==> config.mk <==
export PLATFORM = sky130hd
export DESIGN_NAME = pll_reset_seq
export DESIGN_NICKNAME = d
export VERILOG_FILES = /design/src/rtl/pll_reset_seq.sv
export SDC_FILE = /design/constraint.sdc
export NUM_CORES = 1
export LEC_CHECK = 0
export ABC_AREA = 0
export CORE_MARGIN = 5
export CORE_UTILIZATION = 49
export DETAILED_ROUTE_END_ITERATION = 7
export PLACE_DENSITY_LB_ADDON = 0.2
export SLEW_MARGIN = 20
export SYNTH_ARGS = -nofsm -noshare
export SYNTH_HDL_FRONTEND = slang
export SYNTH_SLANG_ARGS = --single-unit
==> constraint.sdc <==
create_clock -name clk -period 1.9 [get_ports clk]
set_input_delay 0.38 -clock clk [delete_from_list [all_inputs] [get_ports clk]]
set_output_delay 0.38 -clock clk [all_outputs]
set_load 0.05 [all_outputs]
==> src/rtl/pll_reset_seq.sv <==
// PLL lock qualifier and SDRAM power-up sequencer: holds sys_rst until the
// synchronised lock flag is stable, then times the SDRAM power-up interval.
module pll_reset_seq #(
  parameter int SYNC_STAGES  = 2,
  parameter int LOCK_CYCLES  = 1024,
  parameter int PWRUP_CYCLES = 20000,
  parameter int CNT_W        = 16
) (
  input  logic       clk,
  input  logic       rst,
  input  logic       pll_locked,
  input  logic       soft_rst,
  output logic       sys_rst,
  output logic       sdram_cke,
  output logic       pwrup_done,
  output logic [7:0] lock_lost_cnt,
  output logic [2:0] state_dbg
);

  typedef enum logic [2:0] {
    S_WAIT_LOCK = 3'd0,
    S_STABLE    = 3'd1,
    S_PWRUP     = 3'd2,
    S_RUN       = 3'd3
  } state_e;

  localparam logic [CNT_W-1:0] LOCK_LAST  = CNT_W'(LOCK_CYCLES - 1);
  localparam logic [CNT_W-1:0] PWRUP_LAST = CNT_W'(PWRUP_CYCLES - 1);

  logic [SYNC_STAGES-1:0] sync_q;
  logic                   locked_s;

  state_e                 state_q, state_d;
  logic [CNT_W-1:0]       cnt_q, cnt_d;
  logic [7:0]             lost_q, lost_d;
  logic                   sys_rst_q, sys_rst_d;
  logic                   cke_q, cke_d;
  logic                   done_q, done_d;

  // Stage p0: lock flag synchroniser (pll_locked is asynchronous to clk)
  always_ff @(posedge clk) begin
    if (rst) begin
      sync_q <= '0;
    end else begin
      sync_q <= {sync_q[SYNC_STAGES-2:0], pll_locked};
    end
  end

  assign locked_s = sync_q[SYNC_STAGES-1];

  // Stage p1: sequencer state, interval counter and registered outputs
  always_ff @(posedge clk) begin
    if (rst) begin
      state_q   <= S_WAIT_LOCK;
      cnt_q     <= '0;
      lost_q    <= '0;
      sys_rst_q <= 1'b1;
      cke_q     <= 1'b0;
      done_q    <= 1'b0;
    end else begin
      state_q   <= state_d;
      cnt_q     <= cnt_d;
      lost_q    <= lost_d;
      sys_rst_q <= sys_rst_d;
      cke_q     <= cke_d;
      done_q    <= done_d;
    end
  end

  always_comb begin
    state_d = state_q;
    cnt_d   = cnt_q;
    lost_d  = lost_q;
    case (state_q)
      S_WAIT_LOCK: begin
        cnt_d = '0;
        if (locked_s) begin
          state_d = S_STABLE;
        end
      end
      S_STABLE, S_PWRUP, S_RUN: begin
        // Lock loss outranks a restart request and is always counted
        if (!locked_s) begin
          state_d = S_WAIT_LOCK;
          cnt_d   = '0;
          if (lost_q != 8'hFF) begin
            lost_d = lost_q + 8'd1;
          end
        end else if (soft_rst) begin
          state_d = S_STABLE;
          cnt_d   = '0;
        end else if (state_q == S_STABLE) begin
          if (cnt_q == LOCK_LAST) begin
            state_d = S_PWRUP;
            cnt_d   = '0;
          end else begin
            cnt_d = cnt_q + CNT_W'(1);
          end
        end else if (state_q == S_PWRUP) begin
          if (cnt_q == PWRUP_LAST) begin
            state_d = S_RUN;
            cnt_d   = '0;
          end else begin
            cnt_d = cnt_q + CNT_W'(1);
          end
        end
      end
      default: begin
        state_d = S_WAIT_LOCK;
        cnt_d   = '0;
      end
    endcase

    // Outputs follow the next state so they switch on the transition edge
    sys_rst_d = !((state_d == S_PWRUP) || (state_d == S_RUN));
    cke_d     = (state_d == S_RUN);
    done_d    = (state_d == S_RUN);
  end

  assign sys_rst       = sys_rst_q;
  assign sdram_cke     = cke_q;
  assign pwrup_done    = done_q;
  assign lock_lost_cnt = lost_q;
  assign state_dbg     = state_q;

endmodule

* Word-level counts from Yosys, hierarchy flattened
Cells that the tools add are included.
** Storage, ports and cells
- Output and inout bits :: 14
- Logic and storage cells :: 37
- Register bits after elaboration :: 31
** Cells by class
- Equal/unequal tests :: 8
- Muxes and demuxes :: 12
- Reductions and logical operators :: 7
- Bitwise logic cells :: 2
- Add/sub/neg operators :: 2
** Operator list (number)
- two-way mux 16 bit :: 4
- two-way mux 3 bit :: 7
- adder 16 x 1 -> 16 bit (second input constant) :: 1
- equality test 16 x 10 -> 1 bit (second input constant) :: 1
- equality test 16 x 15 -> 1 bit (second input constant) :: 1
- equality test 3 x 2 -> 1 bit (second input constant) :: 4
- adder 8 x 1 -> 8 bit (second input constant) :: 1
- != test 8 bit (second input constant) :: 1
- one-hot mux 3 bit (2 select lines) :: 1
- OR reduction 4 bit :: 1
- equality test 3 x 1 -> 1 bit (second input constant) :: 1
- zero test 3 bit :: 1
- AND reduction 3 bit :: 1
- OR reduction 3 bit :: 1
- NOT 1 bit :: 2
- nonzero test 2 bit :: 1
- zero test 1 bit :: 1
- logical OR 1 bit :: 1

* Logic depth before layout (Yosys ltp)
Gate-level depths: netlist of the first run.
- Word-level depth :: 10
- Mapped depth :: 6
- Mapped depth without buffers :: 5

* Least setup slack after synthesis of the first run
Ideal clock, no wire load.
- Path type :: register to register
- From :: register state_q[1] (netlist: state_dbg[1])
- To :: register cnt_q[15]
- Clock period less this slack :: 2.214 ns
- Stages on the path, launching flop included :: 6
- Path slack :: -0.314 ns
- Path buffers :: 1
- Required time :: 1.820 ns
- Arrival :: 2.134 ns
- Setup time :: 0.080 ns
- Cells stage by stage :: dfxtp_1 -> xnor2_2 -> or3_1 -> buf_6 -> or4_4 -> a211oi_2
** On the way
- Word-level cells in the longest chain between the ends :: 4
** RTL lines
- start, declared :: RTL line 33 : state_e state_q, state_d;
- start signal, assigned :: RTL line 61 : state_q <= state_d;
- equality test 3 x 1 -> 1 bit (tied with other cells) :: RTL line 74, 92
- OR reduction 3 bit :: RTL line 74 : case (state_q)
- NOT 1 bit (no line)
- OR reduction 4 bit (no line)
- end signal, assigned :: RTL line 62 : cnt_q <= cnt_d;
- end, declared :: RTL line 34 : logic [CNT_W-1:0] cnt_q, cnt_d;
Several ways; a longest one is shown, not always the timed one.
A chain may end at the register's enable or synchronous reset.

* Worst setup path in the final report of the first run
- From :: register cnt_q[0]
- To :: register cnt_q[0]
** On the way
- Word-level cells in the longest chain between the ends :: 4
** RTL lines
- adder 16 x 1 -> 16 bit / equality test 16 x 15 -> 1 bit (equally long branches) :: RTL line 97, 104, 100
- two-way mux 16 bit :: RTL line 100 : if (cnt_q == PWRUP_LAST) begin
- two-way mux 16 bit :: RTL line 99 : end else if (state_q == S_PWRUP) begin
- two-way mux 16 bit (*) :: RTL line 92 : end else if (state_q == S_STABLE) begin
Mark *: on every way between the ends. The rest lies on a longest branch, timed or not. The select of a mux whose other input is x is not followed.

==> results.sh, run 1 <==
export IMPL_outcome="complete, but fails checks"
export IMPL_violations="setup timing"
export IMPL_ff_latch_area_um2=634.4
export IMPL_yosys_register_bits=31
export IMPL_finalWeightedCongestion=0.8096
export IMPL_grt_busiest_layer="met2"
export IMPL_drive_gt1_frac=0.2990
export IMPL_cpPeakStageDelay_ps=470
export IMPL_area_delta_synth_final_pct=31.04
export IMPL_finalSetupViolations=8
export IMPL_antennaDiodeCount=0
export IMPL_slew_violations=0
export IMPL_initial_core_util=0.5021
export IMPL_rr_endpoint="cnt_q[0]"
export IMPL_finalHoldViolCount=0
export IMPL_cts_tree="built"
export IMPL_fin_skew_ps=12.03
export IMPL_clk_latency_ps=340
export IMPL_die_area_um2=4286
export IMPL_p_leak_nw=0.6898
export IMPL_clock_path_buffers=2
export IMPL_gr_usage_met2=0.2630
export IMPL_fmax_mhz=520.6
export IMPL_tns_ps=-77.39
export IMPL_reg2reg_depth=6
export IMPL_critPathKind="reg -> reg"
export IMPL_cts_made_buffers=5
export IMPL_syn_nets=170
export IMPL_grt_overflow_total=0
export IMPL_avgSynthCellArea_um2=9.193
export IMPL_antenna_found_initial=0
export IMPL_finalCritPeriodShare=1.011
export IMPL_gr_usage_met1=0.2225
export IMPL_die_w_um=65.47
export IMPL_maxCapViolations=0
export IMPL_r2r_slack_ps=-20
export IMPL_worst_pin_slew_ps=511.2
export IMPL_clock_sinks=31
export IMPL_dp_hpwl_um=2461
export IMPL_final_area_um2=1976
export IMPL_grtUsageTotal=0.1713
export IMPL_crit_path_start_kind="flip-flop"
export IMPL_cellPowerDensity_nw_per_um2=626.1
export IMPL_crit_path_end_kind="flip-flop"
export IMPL_ant_nets=0
export IMPL_holdWs_ps=456.2
export IMPL_worstPathRequired_ps=2120
export IMPL_postSynthCellCount=164
export IMPL_hold_path_startpoint="sync_q[0]"
export IMPL_grt_setup_unrepaired="true"
export IMPL_via_per_inst=5.776
export IMPL_routedWlPerCell_um=14.15
export IMPL_portBuffers=17
export IMPL_hp_class="reg -> reg"
export IMPL_num_fill_cells=268
export IMPL_first_pass_iters=4
export IMPL_crit_chain="ha_4 > or4b_4 > or4_4 > o2bb2ai_4 > buf_12 > nor3_1"
export IMPL_rr_startpoint="cnt_q[0]"
export IMPL_critical_path_top_delay_family="simple AND/OR/NAND/NOR gates"
export IMPL_peakVddDrop_uv=424.6
export IMPL_slowest_stage="or4b_4"
export IMPL_htree_levels=2
export IMPL_grt_pass1_wl_um=5658
export IMPL_io_pins=18
export IMPL_rows=20
export IMPL_routed_wl_um=3354
export IMPL_drc_errors=0
export IMPL_path_clk_slew_ps=100
export IMPL_synth_area_um2=1508
export IMPL_place_area_um2=1857
export IMPL_die_h_um=65.47
export IMPL_multi_input_area_um2=860.8
export IMPL_nets=209
export IMPL_crit_fanout=15
export IMPL_hold_path_depth=1
export IMPL_core_um2=3003
export IMPL_grt_max_degree=17
export IMPL_met3_usage=0.06325
export IMPL_fin_cells=237
export IMPL_cp_data_arrival_time_ps=2140
export IMPL_vias=1369
export IMPL_relSlewSlack=0.6586
export IMPL_grt_pass1_vias=1291
export IMPL_fin_ws_ps=-20.78
export IMPL_dr_first_iter_drc_count=60
export IMPL_power_mw=1.237
export IMPL_worst_path_buf_inv=1
export IMPL_cts_setup_buffers=0
export IMPL_clock_root_buffer="clkbuf_4"
export IMPL_fin_crit_ps=1921
export IMPL_whs_endpoint="sync_q[1]"
export IMPL_yosys_cell_types_count=38
export IMPL_yosysWarnings=0
export IMPL_dp_cells=229
export IMPL_ys_seq_area_frac=0.4116
==> layout by cell type, fill, tap and decap left out, types with 7 or more instances in the layout <==
cell,synthesis,final
xnor2_1,8,8
nor3_1,10,10
nand2_1,7,7
buf_4,1,32
nor2_1,9,9
nand3_1,8,7
or3_1,7,7
o31ai_1,7,7
dfxtp_1,31,24
o21ai_0,7,7
==> metrics by stage <==
step / util / setup WS [ps]
6_report: 0.6579 / -20.78
5_1_grt: 0.6579 / -102.3
4_1_cts: 0.6471 / -28.10
3_5_place_dp: 0.6183 / -127.4
3_3_place_gp: 0.6183 / -64.09
2_1_floorplan: - / 2.986
==> routing by layer <==
metal | vias to the layer above | routed length, um
met5 | - | 0
met4 | 0 | 37
met3 | 5 | 128
met2 | 24 | 1547
met1 | 648 | 1641
li1 | 692 | -
==> worst max path at each step <==
| stage | endpoint | startpoint | depth (start not counted) |
|---|---|---|---|
| after floorplan | cnt_q[0] | cnt_q[1] | 6 |
| final | cnt_q[0] | cnt_q[0] | 6 |
| after detailed placement | cnt_q[14] | rst | 5 |
| after global routing | cnt_q[14] | cnt_q[3] | 4 |
| after CTS | cnt_q[0] | cnt_q[0] | 6 |
| after global placement | cnt_q[9] | rst | 5 |
==> registers in the layout, summed over array words and instances, names as in the netlist <==
register / cells
cnt_q: 16
sync_q: 2
pwrup_done: 1
sys_rst: 1
state_dbg: 3
lock_lost_cnt: 8
==> logic make-up after synthesis <==
logic type	Yosys count	synth area share
other	1	0.002487
xor gates and xnor gates	10	0.06308
buffers and inverters	13	0.04482
AOI/OAI and AO/OA	32	0.1577
muxes	2	0.01328
adders and majority gates	2	0.01659
and+or+nand+nor	73	0.2905
DFF	31	0.4116
==> cell usage after synthesis <==
cell type | number | area [um2]
a21oi_1 | 7 | 35.03
or4b_1 | 2 | 20.02
and2b_1 | 1 | 7.510
xor2_1 | 1 | 8.760
nor4_1 | 5 | 31.28
or3_1 | 7 | 43.79
nand3b_1 | 2 | 15.01
mux2i_1 | 2 | 20.02
a31oi_1 | 1 | 6.260
xnor2_1 | 8 | 70.07
nand4b_1 | 1 | 8.760
nor2_1 | 9 | 33.78
o21ai_0 | 7 | 35.03
nand2b_1 | 4 | 25.02
or4_4 | 2 | 22.52
inv_1 | 5 | 18.77
nor2b_1 | 2 | 12.51
a211oi_1 | 5 | 37.54
xnor2_2 | 1 | 16.27
a21bo_2 | 1 | 10.01
buf_6 | 2 | 22.52
conb_1 | 1 | 3.750
or4bb_1 | 2 | 22.52
nand2_1 | 7 | 26.28
nand3_1 | 8 | 40.04
ha_1 | 2 | 25.02
a211oi_2 | 2 | 25.02
or4_1 | 6 | 45.04
o221ai_1 | 1 | 8.760
dfxtp_1 | 31 | 620.6
nor3_1 | 10 | 50.05
o31ai_1 | 7 | 52.55
nand4_1 | 3 | 18.77
clkbuf_1 | 5 | 18.77
or3b_1 | 1 | 8.760
buf_4 | 1 | 7.510
and3_1 | 1 | 6.260
o2bb2ai_4 | 1 | 27.53
==> cell type report <==
type | count | share of cell area
Tap cell | 33 | 0.02090
Clock buffer | 6 | 0.02597
Inverter | 5 | 0.009500
Clock inverter | 2 | 0.01773
Sequential cell | 31 | 0.3211
Timing Repair Buffer | 40 | 0.1691
Multi-Input combinational cell | 120 | 0.4357
==> power breakdown <==
group,switching (mW),internal [mW]
Sequential,0.00259,0.651
Combinational,0.0190,0.0165
Clock,0.237,0.311
Total,0.259,0.978
==> what timing repair did <==
action                                  in CTS  in global routing
hold buffers                                 0                  0
endpoints found under the setup margin      16                 19
resized for setup                            2                  7
pin swaps                                    0                  2
Note: power is estimated with default switching activity, not from simulation.
==> run 2, diff against run 1 <==
--- a/config.mk
+++ b/config.mk
@@ -8,6 +8,7 @@
 export ABC_AREA = 0
 export CORE_MARGIN = 5
 export CORE_UTILIZATION = 49
+export CTS_CLUSTER_DIAMETER = 150
 export DETAILED_ROUTE_END_ITERATION = 7
 export PLACE_DENSITY_LB_ADDON = 0.2
 export SLEW_MARGIN = 20
==> results of run 2 <==
Final layout, timing and power as in run 1 (identical DEF).
==> run 3, diff against run 2 <==
--- a/config.mk
+++ b/config.mk
@@ -7,9 +7,10 @@
 export LEC_CHECK = 0
 export ABC_AREA = 0
 export CORE_MARGIN = 5
-export CORE_UTILIZATION = 49
+export CORE_UTILIZATION = 51
 export CTS_CLUSTER_DIAMETER = 150
 export DETAILED_ROUTE_END_ITERATION = 7
+export DONT_BUFFER_PORTS = 1
 export PLACE_DENSITY_LB_ADDON = 0.2
 export SLEW_MARGIN = 20
 export SYNTH_ARGS = -nofsm -noshare
==> run 3 against run 2 <==
- the run still ends with setup timing left
- global-route usage up 1.5 points
- worst setup slack worse by 17 ps
- sequential share of layout area is 1.0 points higher
- maximum frequency decreased by 0.88%
- critical endpoint is now cnt_q[8]
- largest cell class unchanged
- largest power group unchanged
==> results.sh, run 3 (synthesis gave the netlist of run 1 again) <==
export IMPL_drive_gt1_frac=0.3131
export IMPL_largest_register="cnt_q"
export IMPL_cellPowerDensity_nw_per_um2=640.3
export IMPL_portBuffers=0
export IMPL_setup_worst_path_start="cnt_q[0]"
export IMPL_clk_latency_ps=330
export IMPL_grt_max_degree=17
export IMPL_cts_made_buffers=5
export IMPL_outcome="complete, but fails checks"
export IMPL_grt_pass1_wl_um=6113
export IMPL_hp_class="in -> reg"
export IMPL_finalHoldViolCount=0
export IMPL_seq_power_share=0.533
export IMPL_hold_path_startpoint="rst"
export IMPL_final_area_um2=1916
export IMPL_grtUsageTotal=0.1861
export IMPL_fin_crit_ps=1938
export IMPL_ant_nets=0
export IMPL_grt_pass1_vias=1353
export IMPL_fin_cells=229
export IMPL_via_per_inst=6.009
export IMPL_worst_pin_slew_ps=520.7
export IMPL_dp_cells=221
export IMPL_first_pass_iters=4
export IMPL_fin_skew_ps=4.507
export IMPL_crit_path_end_kind="flip-flop"
export IMPL_clock_sinks=31
export IMPL_relSlewSlack=0.6497
export IMPL_layout_common_cells="buf_4 (33), dfxtp_1 (24), nor3_1 (10)"
export IMPL_clock_root_buffer="clkbuf_4"
export IMPL_htree_levels=2
export IMPL_dp_slack_ps=-0.8314
export IMPL_p_leak_nw=0.6461
export IMPL_antenna_found_initial=0
export IMPL_drc_errors=0
export IMPL_p_int_uw=970.0
export IMPL_swShare=0.2091
export IMPL_cts_tree="built"
export IMPL_rows=19
export IMPL_peakVddDrop_uv=374.9
export IMPL_fin_ws_ps=-37.79
export IMPL_routed_wl_um=3587
export IMPL_dr_first_iter_drc_count=153
export IMPL_finalSetupViolations=15
export IMPL_die_area_um2=4144
export IMPL_area_delta_synth_final_pct=27.05
export IMPL_nets=203
export IMPL_slew_violations=0
export IMPL_path_clk_slew_ps=100
export IMPL_initial_core_util=0.5375
export IMPL_core_um2=2805
export IMPL_place_area_um2=1792
export IMPL_p_sw_uw=256.5
export IMPL_grt_overflow_total=0
export IMPL_dp_hpwl_um=2596
export IMPL_fmax_mhz=516.1
export IMPL_crit_fanout=15
export IMPL_vias=1376
export IMPL_io_pins=18
export IMPL_violations="setup timing"
export IMPL_die_h_um=64.37
export IMPL_routedWlPerCell_um=15.66
export IMPL_crit_path_start_kind="flip-flop"
export IMPL_power_frac_comb=0.019
export IMPL_critPathKind="reg -> reg"
export IMPL_rr_startpoint="cnt_q[0]"
export IMPL_clock_path_buffers=2
export IMPL_finalWeightedCongestion=0.8943
export IMPL_cp_data_arrival_time_ps=2160
export IMPL_finalCritPeriodShare=1.020
export IMPL_worstPathRequired_ps=2130
export IMPL_p_clk_frac=0.448
export IMPL_layout_commonest_cell="buf_4"
export IMPL_grt_setup_unrepaired="true"
export IMPL_tns_ps=-416.0
export IMPL_largest_reg_flops=16
export IMPL_die_w_um=64.37
export IMPL_maxCapViolations=0
export IMPL_antennaDiodeCount=0
==> run 3: cell types whose count changed in the layout (fill, tap and decap cells not counted) <==
cell	delta
nor4_2	-1
clkdlybuf4s50_1	-4
buf_4	+1
dlymetal6s2s_1	-2
nor4_4	+1
dlygate4sd2_1	-1
==> run 3: per-stage QoR <==
step                      power [mW]  hold WS (ps)    util
after detailed placement      0.6905         429.0  0.6387
after global routing           1.270         76.36  0.6829
after floorplan               0.6862         413.8       -
after CTS                      1.235         84.11  0.6731
after global placement        0.6898         425.6  0.6387
final                          1.226         97.05  0.6829
==> run 3: critical path, cell delays in order (launching register included) <==
cell	delay [ps]
dfxtp_2	370
ha_4	130
or4b_4	480
or4_4	470
o2bb2ai_4	160
buf_12	160
nor3_1	60
==> run 3: area by class of cell <==
cell class / instances / area [um2]
clock buffer: 6 / 51.30
clock inverter: 2 / 35.03
fill: 221 / 889.6
inverter: 5 / 18.77
multi-input combinational: 120 / 869.6
sequential: 31 / 634.4
tap: 31 / 38.79
timing repair buffer: 34 / 267.8
==> run 3: power groups by stage <==
stage	Sequential, mW	Clock (mW)	Combinational (mW)
after floorplan	0.675	0	0.0111
after global placement	0.668	0	0.0216
after detailed placement	0.668	0	0.0220
after CTS	0.653	0.560	0.0221
after global routing	0.655	0.590	0.0247
final	0.653	0.550	0.0230
==> run 3: worst paths after layout <==
kind / slack (ps) / end / cells after the start
min: 100 / lock_lost_cnt[7] / 1
max: -40 / cnt_q[8] / 6
min reg2reg: 450 / sync_q[1] / 1
max reg2reg: -40 / cnt_q[8] / 6
==> run 3: routing by layer <==
metal	track usage	vias to the layer above	part of all wire
met5	0	-	0
met4	0.05541	0	0.013
met3	0.05079	5	0.065
met2	0.3157	39	0.48
met1	0.2298	655	0.44
li1	-	677	-
==> run 3: repair_timing <==
item | CTS | global route
resized for setup | 2 | 5
endpoints found under the setup margin | 16 | 17
hold endpoints to repair | 0 | 0
hold buffers | 0 | 0
buffers inserted | 0 | 0
pin swaps | 0 | 3
